[config.mk]
export PLATFORM = sky130hd
export DESIGN_NAME = vector_slice_assembler_flat
export DESIGN_NICKNAME = d
export VERILOG_FILES = /design/src/rtl/vector_pkg.sv /design/src/rtl/vector_slice_assembler_if.sv /design/src/rtl/vector_reg_slice_write.sv /design/src/rtl/vector_slice_assembler.sv /design/src/flat_wrapper.sv
export SDC_FILE = /design/constraint.sdc
export NUM_CORES = 1
export LEC_CHECK = 0
export CAP_MARGIN = 20
export CORE_ASPECT_RATIO = 0.75
export CORE_MARGIN = 10
export CORE_UTILIZATION = 40
export DETAILED_ROUTE_END_ITERATION = 8
export HOLD_SLACK_MARGIN = 0.08
export PLACE_DENSITY = 0.71
export SLEW_MARGIN = 20
export SYNTH_ARGS = -nofsm -noshare
export SYNTH_HDL_FRONTEND = slang
export SYNTH_SLANG_ARGS = --single-unit
[constraint.sdc]
create_clock -name clk -period 1.7 [get_ports clk]
set_input_delay 0.425 -clock clk [delete_from_list [all_inputs] [get_ports clk]]
set_output_delay 0.425 -clock clk [all_outputs]
set_load 0.05 [all_outputs]
[src/rtl/vector_pkg.sv]
// Shared types and helpers for the vector slice assembler and its slot register.
package vector_pkg;

    // Assembler control states: collecting scalars, or holding a complete vector.
    typedef enum logic [0:0] {
        FILL = 1'b0,
        FULL = 1'b1
    } state_t;

    // Bit offset of slot `index` inside a packed vector of `scalar_bits`-wide slots.
    function automatic int unsigned slice_offset(input int unsigned index,
                                                 input int unsigned scalar_bits);
        return index * scalar_bits;
    endfunction

endpackage

[src/rtl/vector_slice_assembler_if.sv]
// Scalar-in / vector-out bus of the vector slice assembler.
//
// Handshake semantics (both sides): a transfer happens on a rising clk edge
// where valid && ready are both high. A producer holding valid must keep its
// payload stable until the transfer; ready may depend combinationally on the
// other side's ready (in_ready follows out_ready while a vector is held).
interface vector_slice_assembler_if #(
    parameter int SCALAR_BITS = 32,
    parameter int LENGTH      = 5
);
    localparam int COUNT_WIDTH = $clog2(LENGTH + 1);
    localparam int SIZE_BITS   = LENGTH * SCALAR_BITS;

    logic                   flush;
    logic                   in_valid;
    logic                   in_ready;
    logic [SCALAR_BITS-1:0] in_scalar;
    logic                   out_valid;
    logic                   out_ready;
    logic [SIZE_BITS-1:0]   out;
    logic [COUNT_WIDTH-1:0] fill_count;

    // Environment side: scalar producer plus vector consumer.
    modport master (
        output flush,
        output in_valid,
        output in_scalar,
        output out_ready,
        input  in_ready,
        input  out_valid,
        input  out,
        input  fill_count
    );

    // Assembler side.
    modport slave (
        input  flush,
        input  in_valid,
        input  in_scalar,
        input  out_ready,
        output in_ready,
        output out_valid,
        output out,
        output fill_count
    );

endinterface

[src/rtl/vector_reg_slice_write.sv]
// LENGTH-slot packed register written one slot at a time; slots reset to zero.
import vector_pkg::*;

module vector_reg_slice_write #(
    parameter int SCALAR_BITS = 32,
    parameter int LENGTH      = 5,
    localparam int INDEX_WIDTH = $clog2(LENGTH),
    localparam int SIZE_BITS   = LENGTH * SCALAR_BITS
) (
    input  logic                   clk,
    input  logic                   rst_n,
    input  logic                   write_enable,
    input  logic [INDEX_WIDTH-1:0] write_index,
    input  logic [SCALAR_BITS-1:0] write_data,
    output logic [SIZE_BITS-1:0]   out
);

    logic [SIZE_BITS-1:0] data;

    // Slot storage: the addressed slot takes write_data; out-of-range indices write nothing.
    always_ff @(posedge clk or negedge rst_n) begin
        if (!rst_n) begin
            data <= '0;
        end else if (write_enable) begin
            for (int i = 0; i < LENGTH; i++) begin
                if (write_index == INDEX_WIDTH'(i)) begin
                    data[slice_offset(int'(i), SCALAR_BITS) +: SCALAR_BITS] <= write_data;
                end
            end
        end
    end

    assign out = data;

endmodule

[src/rtl/vector_slice_assembler.sv]
// Collects scalars into a packed vector and offers the whole vector with
// valid/ready. A drain and the first scalar of the next vector may share a
// cycle, so back-to-back vectors stream at one vector per LENGTH cycles.
import vector_pkg::*;

module vector_slice_assembler #(
    parameter int SCALAR_BITS = 32,
    parameter int LENGTH      = 5
) (
    input  logic                      clk,
    input  logic                      rst_n,
    vector_slice_assembler_if.slave   bus,
    output state_t                    dbg_state
);

    localparam int INDEX_WIDTH = $clog2(LENGTH);
    localparam int COUNT_WIDTH = $clog2(LENGTH + 1);
    localparam int SIZE_BITS   = LENGTH * SCALAR_BITS;

    localparam logic [INDEX_WIDTH-1:0] LAST_INDEX = INDEX_WIDTH'(LENGTH - 1);
    localparam logic [COUNT_WIDTH-1:0] FULL_COUNT = COUNT_WIDTH'(LENGTH);

    state_t                 state;
    state_t                 state_next;
    logic [INDEX_WIDTH-1:0] write_index;
    logic [INDEX_WIDTH-1:0] write_index_next;

    logic                   in_ready_c;
    logic                   out_valid_c;
    logic [COUNT_WIDTH-1:0] fill_count_c;
    logic                   in_hs;
    logic                   out_hs;
    logic [SIZE_BITS-1:0]   vector_q;

    // Handshakes as seen this cycle; in_ready already folds in flush.
    assign in_hs  = bus.in_valid && in_ready_c;
    assign out_hs = out_valid_c && bus.out_ready;

    // State and slot-index registers.
    always_ff @(posedge clk or negedge rst_n) begin
        if (!rst_n) begin
            state       <= FILL;
            write_index <= '0;
        end else begin
            state       <= state_next;
            write_index <= write_index_next;
        end
    end

    // Next state: flush wins; a drain may coincide with the write to slot 0.
    always_comb begin
        state_next       = state;
        write_index_next = write_index;
        if (bus.flush) begin
            state_next       = FILL;
            write_index_next = '0;
        end else begin
            case (state)
                FILL: begin
                    if (in_hs) begin
                        if (write_index == LAST_INDEX) begin
                            state_next       = FULL;
                            write_index_next = '0;
                        end else begin
                            write_index_next = write_index + 1'b1;
                        end
                    end
                end
                FULL: begin
                    if (out_hs) begin
                        state_next       = FILL;
                        write_index_next = in_hs ? INDEX_WIDTH'(1) : '0;
                    end
                end
                default: begin
                    state_next       = FILL;
                    write_index_next = '0;
                end
            endcase
        end
    end

    // Outputs: only in_ready looks at inputs (out_ready and flush).
    always_comb begin
        in_ready_c   = 1'b0;
        out_valid_c  = 1'b0;
        fill_count_c = '0;
        case (state)
            FILL: begin
                in_ready_c   = !bus.flush;
                out_valid_c  = 1'b0;
                fill_count_c = COUNT_WIDTH'(write_index);
            end
            FULL: begin
                in_ready_c   = bus.out_ready && !bus.flush;
                out_valid_c  = 1'b1;
                fill_count_c = FULL_COUNT;
            end
            default: begin
                in_ready_c   = 1'b0;
                out_valid_c  = 1'b0;
                fill_count_c = '0;
            end
        endcase
    end

    // In FULL the index is already back at 0, so a same-cycle refill lands in slot 0.
    vector_reg_slice_write #(
        .SCALAR_BITS (SCALAR_BITS),
        .LENGTH      (LENGTH)
    ) u_slots (
        .clk          (clk),
        .rst_n        (rst_n),
        .write_enable (in_hs),
        .write_index  (write_index),
        .write_data   (bus.in_scalar),
        .out          (vector_q)
    );

    assign bus.in_ready   = in_ready_c;
    assign bus.out_valid  = out_valid_c;
    assign bus.fill_count = fill_count_c;
    assign bus.out        = vector_q;
    assign dbg_state      = state;

endmodule

[src/flat_wrapper.sv]
// flat-port wrapper written by rule: the top's interface ports become plain ports
module vector_slice_assembler_flat 
#(
    parameter int SCALAR_BITS = 32,
    parameter int LENGTH      = 5
)
  (clk, rst_n, dbg_state, bus_flush, bus_in_valid, bus_in_scalar, bus_out_ready, bus_in_ready, bus_out_valid, bus_out, bus_fill_count);
  vector_slice_assembler_if #(.SCALAR_BITS(SCALAR_BITS), .LENGTH(LENGTH)) bus_i ();
  input  logic clk;
  input  logic rst_n;
  output state_t dbg_state;
  input wire logic [$bits(bus_i.flush)-1:0] bus_flush;
  input wire logic [$bits(bus_i.in_valid)-1:0] bus_in_valid;
  input wire logic [$bits(bus_i.in_scalar)-1:0] bus_in_scalar;
  input wire logic [$bits(bus_i.out_ready)-1:0] bus_out_ready;
  output wire logic [$bits(bus_i.in_ready)-1:0] bus_in_ready;
  output wire logic [$bits(bus_i.out_valid)-1:0] bus_out_valid;
  output wire logic [$bits(bus_i.out)-1:0] bus_out;
  output wire logic [$bits(bus_i.fill_count)-1:0] bus_fill_count;
  assign bus_i.flush = bus_flush;
  assign bus_i.in_valid = bus_in_valid;
  assign bus_i.in_scalar = bus_in_scalar;
  assign bus_i.out_ready = bus_out_ready;
  assign bus_in_ready = bus_i.in_ready;
  assign bus_out_valid = bus_i.out_valid;
  assign bus_out = bus_i.out;
  assign bus_fill_count = bus_i.fill_count;
  vector_slice_assembler #(.SCALAR_BITS(SCALAR_BITS), .LENGTH(LENGTH)) u_core (.clk(clk), .rst_n(rst_n), .bus(bus_i), .dbg_state(dbg_state));
endmodule
==> out/qor.txt, run 1 <==
status: complete, but fails checks
failing checks: setup timing
Finished Cell Area: 0.0101 sq mm
HP Class: in -> async
pin count of the biggest net entering global routing: 44
layout cells sized above 1: 0.661
vias in the first global route: 4728
root buf cell: clkbuf_16
final worst path period share: 1.07
Crit. End Element: primary output
register area share after synthesis: 0.640
mapped cell area: 0.00641 sq mm
DIE AREA: 0.0215 sq mm
cells along the critical path: buf_6, or2_4, buf_8
PD cells: 1620 mW/mm^2
most frequent cells in the layout: buf_4, dfrtp_1, mux2_4
crit-path max cell delay: 0.43 ns
Synth cell types: 27
YS warnings: 0
worst vdd ir: 0.787 mV
CTS Buf Count: 17
Residual DRC: 0
Relative slew margins: 0.776
worst hold slack: 0.481 ns
Rows: 39
clock transition at the registers of the reported paths: 0.07 ns
Crit Path Class: reg -> out
Vias: 4307
Setup violations, final: 47
H-tree depth: 4
Synth Net Count: 419
Nets: 680
Worst-Skew Late Latency: 0.43 ns
setup_tns: -1.41 ns
DRT iter0 DRCs: 153
FILL cells: 1097
Tmin final: 1.81 ns
core area: 0.0155 sq mm
static leakage: 4.99 nW
Total Power: 16.3 mW
gr ovfl total: 0
max-cap viol count: 0
arrival time worst endpoint: 1.39 ns
wire length per cell: 24.3 um
area fraction of the dominant cell type after synthesis: 0.640
Clock Sinks: 164
Critical-path top delay cell: dfrtp_2
first-pass GRT wire length: 29500 um
placer's final routability congestion estimate: 0.849
DP HPWL: 13200 um
Worst setup SP type: register
Final Routed Wirelength: 20800 um
crit path max fanout: 7
CTS tree: yes
DRT Pass-1 Iters: 4
Final WS setup: -0.114 ns
Max Slew Vio Count: 0
number of enable flip-flop cells after synthesis: 0
Placed Area: 0.00860 sq mm
commonest non-fill, non-tap cell in the layout: buf_4
pre-CTS WS: -0.521 ns
Top FF cell, synth: dfrtp_1
fmax: 551 MHz
Vias/cell: 5.03
Die Height: 130 um
Yosys reg bits: 164
clk buf depth: 2
Buffers on Ports: 202
Routed Antenna Nets: 0
# diodes: 0
ys async rst share: 1.00
Gate Count Post-Synth: 377
GR Util All Layers: 0.177
Ports: 203
final hold violations: 0
unrepaired setup endpoints after global routing: yes
Synth Area per Inst: 17.0 sq um
area grow syn2layout: 57.4%
CP required: 1.27 ns
skew final: 0.0106 ns
Starting Density: 0.414
worst slew pin tran: 0.336 ns
Synth area leaders: dfrtp_1, mux2_2, mux2_4
antenna violations before repair: 0
Die Span X: 166 um
area leader, netlist: dfrtp_1
[timing repair]
item	CTS	global route
hold buffers	1	0
gates cloned	6	8
gates resized for setup	47	77
endpoints found under the hold margin	27	0
pin swaps	4	6
setup buffers	8	3
endpoints found under the setup margin	138	116
[through the flow]
step | std cells | util
5_1_grt | 856 | 0.653
3_3_place_gp | 799 | 0.556
3_5_place_dp | 799 | 0.556
4_1_cts | 845 | 0.618
6_report | 856 | 0.653
2_1_floorplan | 377 | -
[final timing paths]
check | startpoint | endpoint | slack, ns | cells past startpoint
min | rst_n | u_core.u_slots.out[22] | 0.48 | 2
max reg2reg | u_core.write_index[1] | u_core.u_slots.out[156] | -0.06 | 8
max | u_core.dbg_state | bus_fill_count[0] | -0.11 | 3
max in group asynchronous | rst_n | u_core.u_slots.out[78] | 0.66 | 3
min reg2reg | u_core.u_slots.out[112] | u_core.u_slots.out[112] | 0.51 | 1
min in group clk | bus_in_valid | u_core.write_index[0] | 0.50 | 4
[logic make-up after synthesis]
logic type	after synthesis	share of synthesized area
flip-flops	164	0.640
multiplexers	162	0.302
buffers and inverters	22	0.0230
AND/OR/NAND/NOR	17	0.0180
AO/OA/AOI/OAI	7	0.00742
adder cells (fa/ha/maj)	5	0.00976
[where the power goes]
group / leakage (nW) / switching [mW] / internal, mW
registers: 2.08 / 0.644 / 4.84
clock network: 0.291 / 1.65 / 2.37
logic: 2.62 / 4.44 / 2.39
total: 4.99 / 6.73 / 9.60
[sequential cells by signal, summed over array words and instances (netlist names)]
name,flops
u_core.write_index,3
u_core.dbg_state,1
u_core.u_slots.out,160
[synth_stat cells (2+ instances only)]
| cell | n |
|---|---|
| nand3_1 | 2 |
| a21oi_1 | 3 |
| mux2_1 | 11 |
| buf_6 | 6 |
| mux2_4 | 30 |
| buf_2 | 10 |
| dfrtp_1 | 164 |
| inv_1 | 4 |
| mux2_2 | 119 |
| nand4_1 | 2 |
| mux2i_1 | 2 |
| or2_2 | 2 |
| ha_1 | 5 |
| nor2_1 | 3 |
| buf_4 | 2 |
[per-layer routing]
metal / track usage / vias up / part of all wire
met5: 0 / - / 0
met4: 0.0525 / 0 / 0.012
met3: 0.0810 / 18 / 0.093
met2: 0.276 / 169 / 0.46
met1: 0.217 / 2252 / 0.44
li1: - / 1868 / -
[critical path: cells and delay by family, from the launching register on]
kind | cells | cell delay, ns
buf+inv | 2 | 0.29
flops | 1 | 0.43
simple gates | 1 | 0.25
[layout make-up]
cell class | count | area, sq um | area share
inverter | 4 | 15.0 | 0.00149
timing repair buffer | 260 | 2600 | 0.257
clock inverter | 13 | 170 | 0.0169
tap | 205 | 256 | 0.0254
multi-input combinational | 191 | 2510 | 0.248
sequential | 164 | 4110 | 0.407
clock buffer | 19 | 443 | 0.0439
Note: power is estimated with default switching activity, not from simulation.
==> run 2, diff against run 1 <==
- SLEW_MARGIN: 20 -> 10
==> results of run 2 <==
Same layout as run 1: the final DEF is identical, and so are final timing and power.
